`config.mk`:
```
export PLATFORM = sky130hd
export DESIGN_NAME = uart_receiver_flat
export DESIGN_NICKNAME = d
export VERILOG_FILES = /design/src/rtl/uart_pkg.sv /design/src/rtl/uart_receiver_if.sv /design/src/rtl/uart_sync.sv /design/src/rtl/uart_receiver.sv /design/src/flat_wrapper.sv
export SDC_FILE = /design/constraint.sdc
export NUM_CORES = 1
export LEC_CHECK = 0
export CAP_MARGIN = 20
export CORE_MARGIN = 3
export CORE_UTILIZATION = 40
export CTS_BUF_LIST = sky130_fd_sc_hd__clkbuf_2
export CTS_CLUSTER_SIZE = 20
export DETAILED_ROUTE_END_ITERATION = 12
export DONT_BUFFER_PORTS = 1
export GPL_TIMING_DRIVEN = 0
export HOLD_SLACK_MARGIN = 0.15
export PLACE_DENSITY = 0.63
export SKIP_LAST_GASP = 1
export SLEW_MARGIN = 20
export SYNTH_ARGS = -nofsm -noshare
export SYNTH_HDL_FRONTEND = slang
export SYNTH_SLANG_ARGS = --single-unit
```
`constraint.sdc`:
```
create_clock -name clk -period 10.1 [get_ports clk]
set_clock_uncertainty 0.05 [all_clocks]
set_input_delay 1.515 -clock clk [delete_from_list [all_inputs] [get_ports clk]]
set_output_delay 1.515 -clock clk [all_outputs]
set_load 0.03 [all_outputs]
```
`src/rtl/uart_pkg.sv`:
```
// Shared types and constants for the UART receive path.
// Holds the FSM state encoding and the baud clamp helper.
package uart_pkg;

    localparam int UART_DATA_BITS          = 8;
    localparam int UART_MIN_CLOCKS_PER_BIT = 4;

    typedef enum logic [2:0] {
        IDLE,
        START,
        DATA,
        STOP,
        BREAK
    } uart_state_t;

    function automatic logic [31:0] clamp_cpb(input logic [31:0] cpb);
        if (cpb < 32'(UART_MIN_CLOCKS_PER_BIT))
            return 32'(UART_MIN_CLOCKS_PER_BIT);
        return cpb;
    endfunction

endpackage

```
`src/rtl/uart_receiver_if.sv`:
```
// Byte-level output bundle of the UART receiver.
// The master drives the decoded byte and status strobes.
interface uart_receiver_if;
    import uart_pkg::*;

    logic                      rxDv;
    logic [UART_DATA_BITS-1:0] rxByte;
    logic                      rxActive;
    logic                      rxFrameError;

    modport master (
        output rxDv,
        output rxByte,
        output rxActive,
        output rxFrameError
    );

    modport slave (
        input rxDv,
        input rxByte,
        input rxActive,
        input rxFrameError
    );

endinterface

```
`src/rtl/uart_sync.sv`:
```
// N-flop synchronizer for asynchronous level inputs.
// Flops reset high so an idle UART line is not mistaken for a start bit.
module uart_sync #(
    parameter int STAGES = 2
) (
    input  logic clk,
    input  logic rstN,
    input  logic i_d,
    output logic o_q
);

    logic [STAGES-1:0] r_ff;

    always_ff @(posedge clk or negedge rstN) begin
        if (!rstN)
            r_ff <= '1;
        else
            r_ff <= {r_ff[STAGES-2:0], i_d};
    end

    assign o_q = r_ff[STAGES-1];

endmodule

```
`src/rtl/uart_receiver.sv`:
```
// 8N1 UART receiver, LSB first, mid-bit sampling.
// Bit period is latched at start detection; stop-low frames enter BREAK.
module uart_receiver
    import uart_pkg::*;
#(
    parameter int SYNC_STAGES = 2
) (
    input  logic        clk,
    input  logic        rstN,
    input  logic        rxSerial,
    input  logic [31:0] clocksPerBit,
    uart_receiver_if.master rx
);

    logic                      w_sync;
    logic [31:0]               w_half;

    uart_state_t               r_state;
    logic [31:0]               r_cnt;
    logic [31:0]               r_n;
    logic [2:0]                r_idx;
    logic [UART_DATA_BITS-1:0] r_shift;
    logic [UART_DATA_BITS-1:0] r_byte;
    logic                      r_dv;
    logic                      r_active;
    logic                      r_err;

    uart_sync #(
        .STAGES (SYNC_STAGES)
    ) u_sync (
        .clk  (clk),
        .rstN (rstN),
        .i_d  (rxSerial),
        .o_q  (w_sync)
    );

    assign w_half = r_n >> 1;

    always_ff @(posedge clk or negedge rstN) begin
        if (!rstN) begin
            r_state  <= IDLE;
            r_cnt    <= '0;
            r_n      <= 32'(UART_MIN_CLOCKS_PER_BIT);
            r_idx    <= '0;
            r_shift  <= '0;
            r_byte   <= '0;
            r_dv     <= 1'b0;
            r_active <= 1'b0;
            r_err    <= 1'b0;
        end else begin
            r_dv  <= 1'b0;
            r_err <= 1'b0;
            unique case (r_state)
                IDLE: begin
                    if (!w_sync) begin
                        r_n      <= clamp_cpb(clocksPerBit);
                        r_cnt    <= '0;
                        r_active <= 1'b1;
                        r_state  <= START;
                    end
                end
                START: begin
                    if (r_cnt == w_half - 32'd1) begin
                        r_cnt <= '0;
                        if (!w_sync) begin
                            r_idx   <= '0;
                            r_state <= DATA;
                        end else begin
                            // Start bit vanished by mid-bit: a glitch.
                            r_active <= 1'b0;
                            r_state  <= IDLE;
                        end
                    end else begin
                        r_cnt <= r_cnt + 32'd1;
                    end
                end
                DATA: begin
                    if (r_cnt == r_n - 32'd1) begin
                        r_shift[r_idx] <= w_sync;
                        r_cnt          <= '0;
                        if (r_idx == 3'd7)
                            r_state <= STOP;
                        else
                            r_idx <= r_idx + 3'd1;
                    end else begin
                        r_cnt <= r_cnt + 32'd1;
                    end
                end
                STOP: begin
                    if (r_cnt == r_n - 32'd1) begin
                        r_cnt    <= '0;
                        r_active <= 1'b0;
                        if (w_sync) begin
                            r_byte  <= r_shift;
                            r_dv    <= 1'b1;
                            r_state <= IDLE;
                        end else begin
                            r_err   <= 1'b1;
                            r_state <= BREAK;
                        end
                    end else begin
                        r_cnt <= r_cnt + 32'd1;
                    end
                end
                BREAK: begin
                    if (w_sync)
                        r_state <= IDLE;
                end
                default: begin
                    r_state  <= IDLE;
                    r_active <= 1'b0;
                end
            endcase
        end
    end

    assign rx.rxDv         = r_dv;
    assign rx.rxByte       = r_byte;
    assign rx.rxActive     = r_active;
    assign rx.rxFrameError = r_err;

endmodule
```
`src/flat_wrapper.sv`:
```
// flat-port wrapper written by rule: the top's interface ports become plain ports
module uart_receiver_flat import uart_pkg::*;
#(
    parameter int SYNC_STAGES = 2
)
  (clk, rstN, rxSerial, clocksPerBit, rx_rxDv, rx_rxByte, rx_rxActive, rx_rxFrameError);
  uart_receiver_if rx_i ();
  input  logic clk;
  input  logic rstN;
  input  logic rxSerial;
  input  logic [31:0] clocksPerBit;
  output wire logic [$bits(rx_i.rxDv)-1:0] rx_rxDv;
  output wire logic [$bits(rx_i.rxByte)-1:0] rx_rxByte;
  output wire logic [$bits(rx_i.rxActive)-1:0] rx_rxActive;
  output wire logic [$bits(rx_i.rxFrameError)-1:0] rx_rxFrameError;
  assign rx_rxDv = rx_i.rxDv;
  assign rx_rxByte = rx_i.rxByte;
  assign rx_rxActive = rx_i.rxActive;
  assign rx_rxFrameError = rx_i.rxFrameError;
  uart_receiver #(.SYNC_STAGES(SYNC_STAGES)) u_core (.clk(clk), .rstN(rstN), .rxSerial(rxSerial), .clocksPerBit(clocksPerBit), .rx(rx_i));
endmodule
```
### Yosys cells after proc, flatten, opt, wreduce, memory -nomap -nowiden

Index checks and enable logic that the tools add are counted.

* bits in registers: 91
* input port bits: 35
* output and inout port bits: 11

* add/sub/neg operators: 4
* order comparisons: 3
* equal/unequal tests: 16
* muxes and demuxes: 37
* bitwise gates (word level): 2
* reductions and logical operators: 13

Operators by type and width (number)
* 32-bit two-way mux: 5
* 32-bit one-hot mux with 3 select lines: 1
* 32-bit equality test: 2
* 3-bit two-way mux: 11
* 32-bit by 1-bit adder with 32-bit output (second input constant): 1
* 32-bit by 3-bit less-than comparator with 1-bit output (second input constant): 1
* 31-bit by 1-bit subtractor with 32-bit output (second input constant): 1
* 32-bit by 1-bit subtractor with 32-bit output (second input constant): 1
* 3-bit one-hot mux with 5 select lines: 1
* 1-bit two-way mux: 14
* 2-bit != test (second input constant): 5
* 5-bit AND reduction: 2
* 8-bit bitwise mux: 1
* 2-bit by 1-bit != test with 1-bit output (second input constant): 4
* 3-bit by 2-bit equality test with 1-bit output (second input constant): 2
* 3-bit equality test (second input constant): 2
* 3-bit one-hot mux with 2 select lines: 1
* 2-bit AND reduction: 3
* 6-bit AND reduction: 1
* 3-bit by 4-bit less-than comparator with 1-bit output (second input constant): 1
* 1-bit one-hot mux with 4 select lines: 1
* 2-bit OR reduction: 2
* 3-bit by 1-bit adder with 3-bit output (second input constant): 1
* 1-bit demux with 3-bit select: 1
* 9 further kinds: 10

### Depth between registers and ports, before layout

* word-level depth: 5
* gate-level depth with buffers: 14

### Cells and area by module

A second synthesis with hierarchy kept.

* cells, all modules: 822
* area, all modules: 7060.5 um^2

Modules (own cells, without submodules)
* uart_receiver: instances 1, cells an instance 820, area each 7008.0 um^2
* uart_sync: instances 1, cells an instance 2, area each 52.6 um^2

### Worst setup path after synthesis

Ideal clock, no wire load.

* kind: register -> register
* start point: reg u_core.r_n[1]
* end point: reg u_core.r_shift[5]
* data arrival time: 3.579 ns
* data required time: 9.922 ns
* slack: 6.344 ns
* cell stages (with the launch flop): 12
* buffers on the path: 0
* period minus slack after synthesis: 3.756 ns
* path through: dfrtp_1 -> clkinv_1 -> ha_1 -> nor3b_2 -> nand3_1 -> or4_1 -> a221o_1 -> or3b_1 -> nor4_4 -> nand4_1 -> nor3b_1 -> mux2_1

* word-level cells in the longest chain between the ends: 3

Ends and longest elaborated chain
* start: declaration: RTL line uart_receiver.sv:20 `logic [31:0] r_n;`
* start signal: assignment: RTL line uart_receiver.sv:43 `r_n <= 32'(UART_MIN_CLOCKS_PER_BIT);`
* start signal: assignment: RTL line uart_receiver.sv:56 `r_n <= clamp_cpb(clocksPerBit);`
* 32-bit by 1-bit subtractor with 32-bit output: RTL line uart_receiver.sv:78 `if (r_cnt == r_n - 32'd1) begin`
* 32-bit equality test: RTL line uart_receiver.sv:78
* 2-bit AND reduction (no source line)
* end signal: indexed assignment: RTL line uart_receiver.sv:79 `r_shift[r_idx] <= w_sync;`
* end: declaration: RTL line uart_receiver.sv:22 `logic [UART_DATA_BITS-1:0] r_shift;`

No other way between the ends.
A chain may end at the register's enable or synchronous reset.

### Worst setup path in the final report

* start point: reg u_core.r_n[1]
* end point: reg u_core.r_cnt[16]

* word-level cells in the longest chain between the ends: 4

Ends and longest elaborated chain
* 32-bit by 1-bit subtractor with 32-bit output / 31-bit by 1-bit subtractor with 32-bit output (equally long branches): RTL line uart_receiver.sv:78, uart_receiver.sv:90, uart_receiver.sv:63
* 32-bit equality test, on equally long branches: RTL line uart_receiver.sv:78, uart_receiver.sv:90, uart_receiver.sv:63
* 32-bit two-way mux, on equally long branches: RTL line uart_receiver.sv:78, uart_receiver.sv:90, uart_receiver.sv:63
* 32-bit one-hot mux with 3 select lines (*): RTL line uart_receiver.sv:53 `unique case (r_state)`
* end signal: assignment: RTL line uart_receiver.sv:74 `r_cnt <= r_cnt + 32'd1;`
* end signal: assignment: RTL line uart_receiver.sv:86 `r_cnt <= r_cnt + 32'd1;`
* end signal: assignment: RTL line uart_receiver.sv:102 `r_cnt <= r_cnt + 32'd1;`
* end: declaration: RTL line uart_receiver.sv:19 `logic [31:0] r_cnt;`

Mark *: on every way between the ends. The rest lies on a longest branch, timed or not.

==> PnR_summary.wiki <==
{| class="wikitable"
! Metric !! Value
|-
| Final setup violation count || 0
|-
| Tot GR Track Use || 21.2%
|-
| Synth-to-Final Area Change || 6.08%
|-
| Setup Buffers After CTS || 0
|-
| Clock buffer count from CTS || 9
|-
| Combined area of all synthesized cells || 6670 um^2
|-
| Final design area excluding fillers || just over 7000 um^2
|-
| Share of async-settable or async-resettable flops after synthesis || 100%
|-
| Max-cap viol count || 0
|-
| H-tree level count || 3
|-
| Core box area || ~16000 um^2
|-
| Vias per Instance || 5.63
|-
| Detailed placer's ending HPWL || 14400 um
|-
| Critical Path Start || u_core.r_n[1]$_DFFE_PN0P_
|-
| Actual transition at the worst max-transition pin || about 830 ps
|-
| Row count || 46
|-
| Post-place instance area || 6950 um^2
|-
| Post-route worst hold slack || 330 ps
|-
| Pre-Repair DR Iteration Count || 5
|-
| Cell taking the most area after synthesis || sky130_fd_sc_hd__dfrtp_1
|-
| Area share of the largest cell type after synthesis || between 30% and 40%
|-
| Vias in the first global route || approximately 5500
|-
| Number of DRC violations after detailed routing || 0
|-
| Category of the worst setup path launch point || register
|-
| Total number of clock tree sinks || 91
|-
| Slowest cell on crit path || sky130_fd_sc_hd__nor4_4
|-
| Post-synthesis sequential area ratio || 34.2%
|-
| Largest delay contributor family on the critical path || compound AO/OA/AOI/OAI gates
|-
| Clock-pin transition on the worst setup and hold timing paths || between 200 and 300 ps
|-
| GRT overflow || 0
|-
| Flip-flop cell with the highest count after synthesis || sky130_fd_sc_hd__dfrtp_1
|-
| Bufs and invs on worst path || 3
|-
| Initial Utilization || roughly two fifths
|-
| Fill cells || ~1700
|-
| Endpoint arrival time on the critical path || 5270 ps
|-
| Worst slack at placement || 5460 ps
|-
| Post-synthesis instance total || 845
|-
| Count of input and output buffers || 0
|-
| Area enclosed by the die boundary || roughly 18000 um^2
|-
| Relative max-transition margin || between 40 and 50%
|-
| Final hold viol count || 0
|-
| Post-Route Utilization || a little over two fifths
|-
| Chip Width || 135 um
|-
| Top post-synthesis cells by area || sky130_fd_sc_hd__dfrtp_1, sky130_fd_sc_hd__nand2_1, sky130_fd_sc_hd__xnor2_1, sky130_fd_sc_hd__xor2_1, sky130_fd_sc_hd__nor2_1
|-
| Worst reg-to-reg setup slack || 5350 ps
|-
| Global-route wire length before repair || 30400 um
|-
| Critical Path Sink || u_core.r_cnt[16]$_DFFE_PN0P_
|-
| Crit-path cells || clkinv_1 -> ha_1 -> nor3b_2 -> nand3_1 -> clkbuf_1 -> o21ai_0 -> a2111oi_0 -> o2111ai_1 -> nor4_4 -> a211oi_1 -> nor2_1 -> buf_4 -> o211ai_1
|-
| Critical Setup Path Class || register to register
|-
| Hold path startpoint || u_core.u_sync.r_ff[0]$_DFF_PN1_
|-
| Global placement routability congestion || 0.944
|-
| Post-route minimum period || 4750 ps
|-
| EDFF count, synth || 0
|-
| Number of nets with antenna violations after routing || 0
|-
| Unrepaired setup endpoints after global routing || no
|-
| Clock tree from TritonCTS || yes
|-
| Share of final-layout standard cells stronger than drive strength 1 || 6.39%
|-
| Deepest clock path buffer count || 2
|-
| Register bit count reported by yosys || 91
|-
| Top fanout value on the critical path || 10
|-
| Number of different library cells in the post-synthesis netlist || between 60 and 70
|-
| R2r endpoint || u_core.r_cnt[16]$_DFFE_PN0P_
|-
| Number of buffers inserted for hold repair after clock tree synthesis || 0
|-
| Critical Path RT || 10610 ps
|-
| Commonest cells post-synth || sky130_fd_sc_hd__nand2_1, sky130_fd_sc_hd__dfrtp_1, sky130_fd_sc_hd__nor2_1, sky130_fd_sc_hd__clkbuf_1, sky130_fd_sc_hd__xnor2_1
|-
| Clock root buffer master || sky130_fd_sc_hd__clkbuf_2
|-
| Clock Latency Late Sink || 660 ps
|-
| Mean cell area of the mapped netlist || 7.90 um^2
|-
| Run status || complete, no violations
|-
| Antenna violations before repair || 0
|-
| Cells after DPL || 1061
|-
| Number of synthesis warnings || 0
|-
| DRC marker count from the first detailed-route iteration || 559
|-
| Vias || ~6100
|-
| Share of the cycle needed by the critical path after routing || 47.1%
|-
| Class of the tightest hold or removal check || register to register
|-
| Sum of routed wire length over all layers || 19200 um
|-
| Element type at the critical path end || register
|-
| Final Net Count || 896
|-
| Post-route insts no fill || 1078
|-
| Worst r2r src || u_core.r_n[1]$_DFFE_PN0P_
|-
| Routed length per instance || between 15 and 20 um
|-
| Maximum number of pins on one net before global-route repair || 92
|-
| Overall power after layout || 1.15 mW
|-
| Die boundary height || around 140 um
|-
| Slack of the critical path || 5350 ps
|-
| Max Freq || 0.210 GHz
|-
| Dominant cell by count in the synthesized netlist || sky130_fd_sc_hd__nand2_1
|-
| Number of cells upsized or downsized after cts || 0
|-
| Post-Route Setup TNS || 0 ps
|-
| Power per standard cell area || 163 nW/um^2
|-
| Max VDD drop || 0.000121 V
|-
| # IOs || 46
|-
| Number of max-slew violations in the final report || 0
|-
| Synthesized netlist net count || a little under 900
|-
| Worst Reg-to-Reg Cells || 13
|-
| Leakage power summed over all cells || ~2.9 nW
|-
| Critical Path Stages || 13
|-
| CP peak stage delay || ~600 ps
|}
area by class of cell:
type | instances | area, um^2 | area share, %
sequential | 91 | 2280 | 32.2
multi-input combinational | 669 | 4060 | 57.4
buffer | 77 | 305 | 4.31
tap | 216 | 270 | 3.82
clock inverter | 7 | 81.3 | 1.15
clock buffer | 9 | 45.0 | 0.636
inverter | 8 | 30.0 | 0.424
antenna | 1 | 2.50 | 0.0354
cell usage in the layout (no fill, tap or decap), types with 4 or more instances in the layout:
master                        n
sky130_fd_sc_hd__buf_1        6
sky130_fd_sc_hd__mux2_1       9
sky130_fd_sc_hd__or3_1        6
sky130_fd_sc_hd__o211ai_1    14
sky130_fd_sc_hd__nand2_1    182
sky130_fd_sc_hd__a21oi_1     11
sky130_fd_sc_hd__nor2_1      61
sky130_fd_sc_hd__or4_1        6
sky130_fd_sc_hd__nor4_4       4
sky130_fd_sc_hd__nand4_1     19
sky130_fd_sc_hd__nor2b_1     11
sky130_fd_sc_hd__a21o_1       6
sky130_fd_sc_hd__nand3_1     24
sky130_fd_sc_hd__clkbuf_2    11
sky130_fd_sc_hd__nor4b_1      6
sky130_fd_sc_hd__a31oi_1     12
sky130_fd_sc_hd__nor3_1      32
sky130_fd_sc_hd__dfrtp_1     88
sky130_fd_sc_hd__ha_1         5
sky130_fd_sc_hd__xor2_1      33
sky130_fd_sc_hd__xnor2_1     52
sky130_fd_sc_hd__a211oi_1     4
sky130_fd_sc_hd__mux2_2       9
sky130_fd_sc_hd__o22ai_1     17
sky130_fd_sc_hd__and2_1      16
sky130_fd_sc_hd__inv_1        7
sky130_fd_sc_hd__or2_2        5
sky130_fd_sc_hd__buf_2        8
sky130_fd_sc_hd__clkbuf_1    60
sky130_fd_sc_hd__o21ai_0     27
sky130_fd_sc_hd__and3_1      11
sky130_fd_sc_hd__nor4_1      23
sky130_fd_sc_hd__nor3b_1      5
sky130_fd_sc_hd__mux2i_1      8
sky130_fd_sc_hd__nand2b_1     4
sky130_fd_sc_hd__a2111oi_0    5
sky130_fd_sc_hd__o31ai_1      4
report_power, final:
group | total [mW] | switching [mW] | internal (mW) | leakage, nW
combinational | 0.502 | 0.320 | 0.181 | 1.63
sequential | 0.450 | 0.0357 | 0.414 | 1.17
clock | 0.200 | 0.156 | 0.0438 | 0.0769
flip-flops by register name (all words and copies together), names as in the netlist:
name and count:
u_core.rx.rxFrameError 1, u_core.rx.rxActive 1, u_core.r_state 3, u_core.r_idx 3, u_core.rx.rxDv 1, u_core.r_shift 8, u_core.rx.rxByte 8, u_core.r_n 32
u_core.r_cnt 32, u_core.u_sync.r_ff 2
worst min-delay path by stage:
stage / to / slack [ps] / depth (start not counted)
2_1_floorplan: u_core.u_sync.r_ff[1]$_DFF_PN1_ / 300 / 0
3_3_place_gp: u_core.u_sync.r_ff[1]$_DFF_PN1_ / 300 / 0
3_5_place_dp: u_core.u_sync.r_ff[1]$_DFF_PN1_ / 300 / 0
4_1_cts: u_core.u_sync.r_ff[1]$_DFF_PN1_ / 330 / 0
5_1_grt: u_core.u_sync.r_ff[1]$_DFF_PN1_ / 330 / 0
6_report: u_core.u_sync.r_ff[1]$_DFF_PN1_ / 330 / 0
cell families after synthesis:
family                     count (synthesis)  synth area share, %
AOI/OAI and AO/OA                        121                 11.9
xor gates and xnor gates                  85                 11.2
adders and majority gates                  5                0.938
buffers and inverters                     85                 5.03
DFF                                       91                 34.2
muxes                                     26                 4.24
and+or+nand+nor                          432                 32.6
metal layers:
| metal | track usage (%) | routed length, um | part of all wire [%] |
|---|---|---|---|
| met1 | 31.8 | 9220 | 48 |
| met5 | 0 | 0 | 0 |
| met2 | 31.3 | 8190 | 43 |
| met4 | 3.98 | 280 | 1.5 |
| met3 | 5.24 | 1550 | 8.0 |
worst register-to-register path, delay by kind of cell (launching register included):
family                   cells  cell delay, ps
flip-flops                   1             460
AND/OR/NAND/NOR              4            1340
AO/OA/AOI/OAI                5            1410
adder cells (fa/ha/maj)      1             410
buffers and inverters        3            1010
No activity file was read; power rests on OpenSTA's default activity.
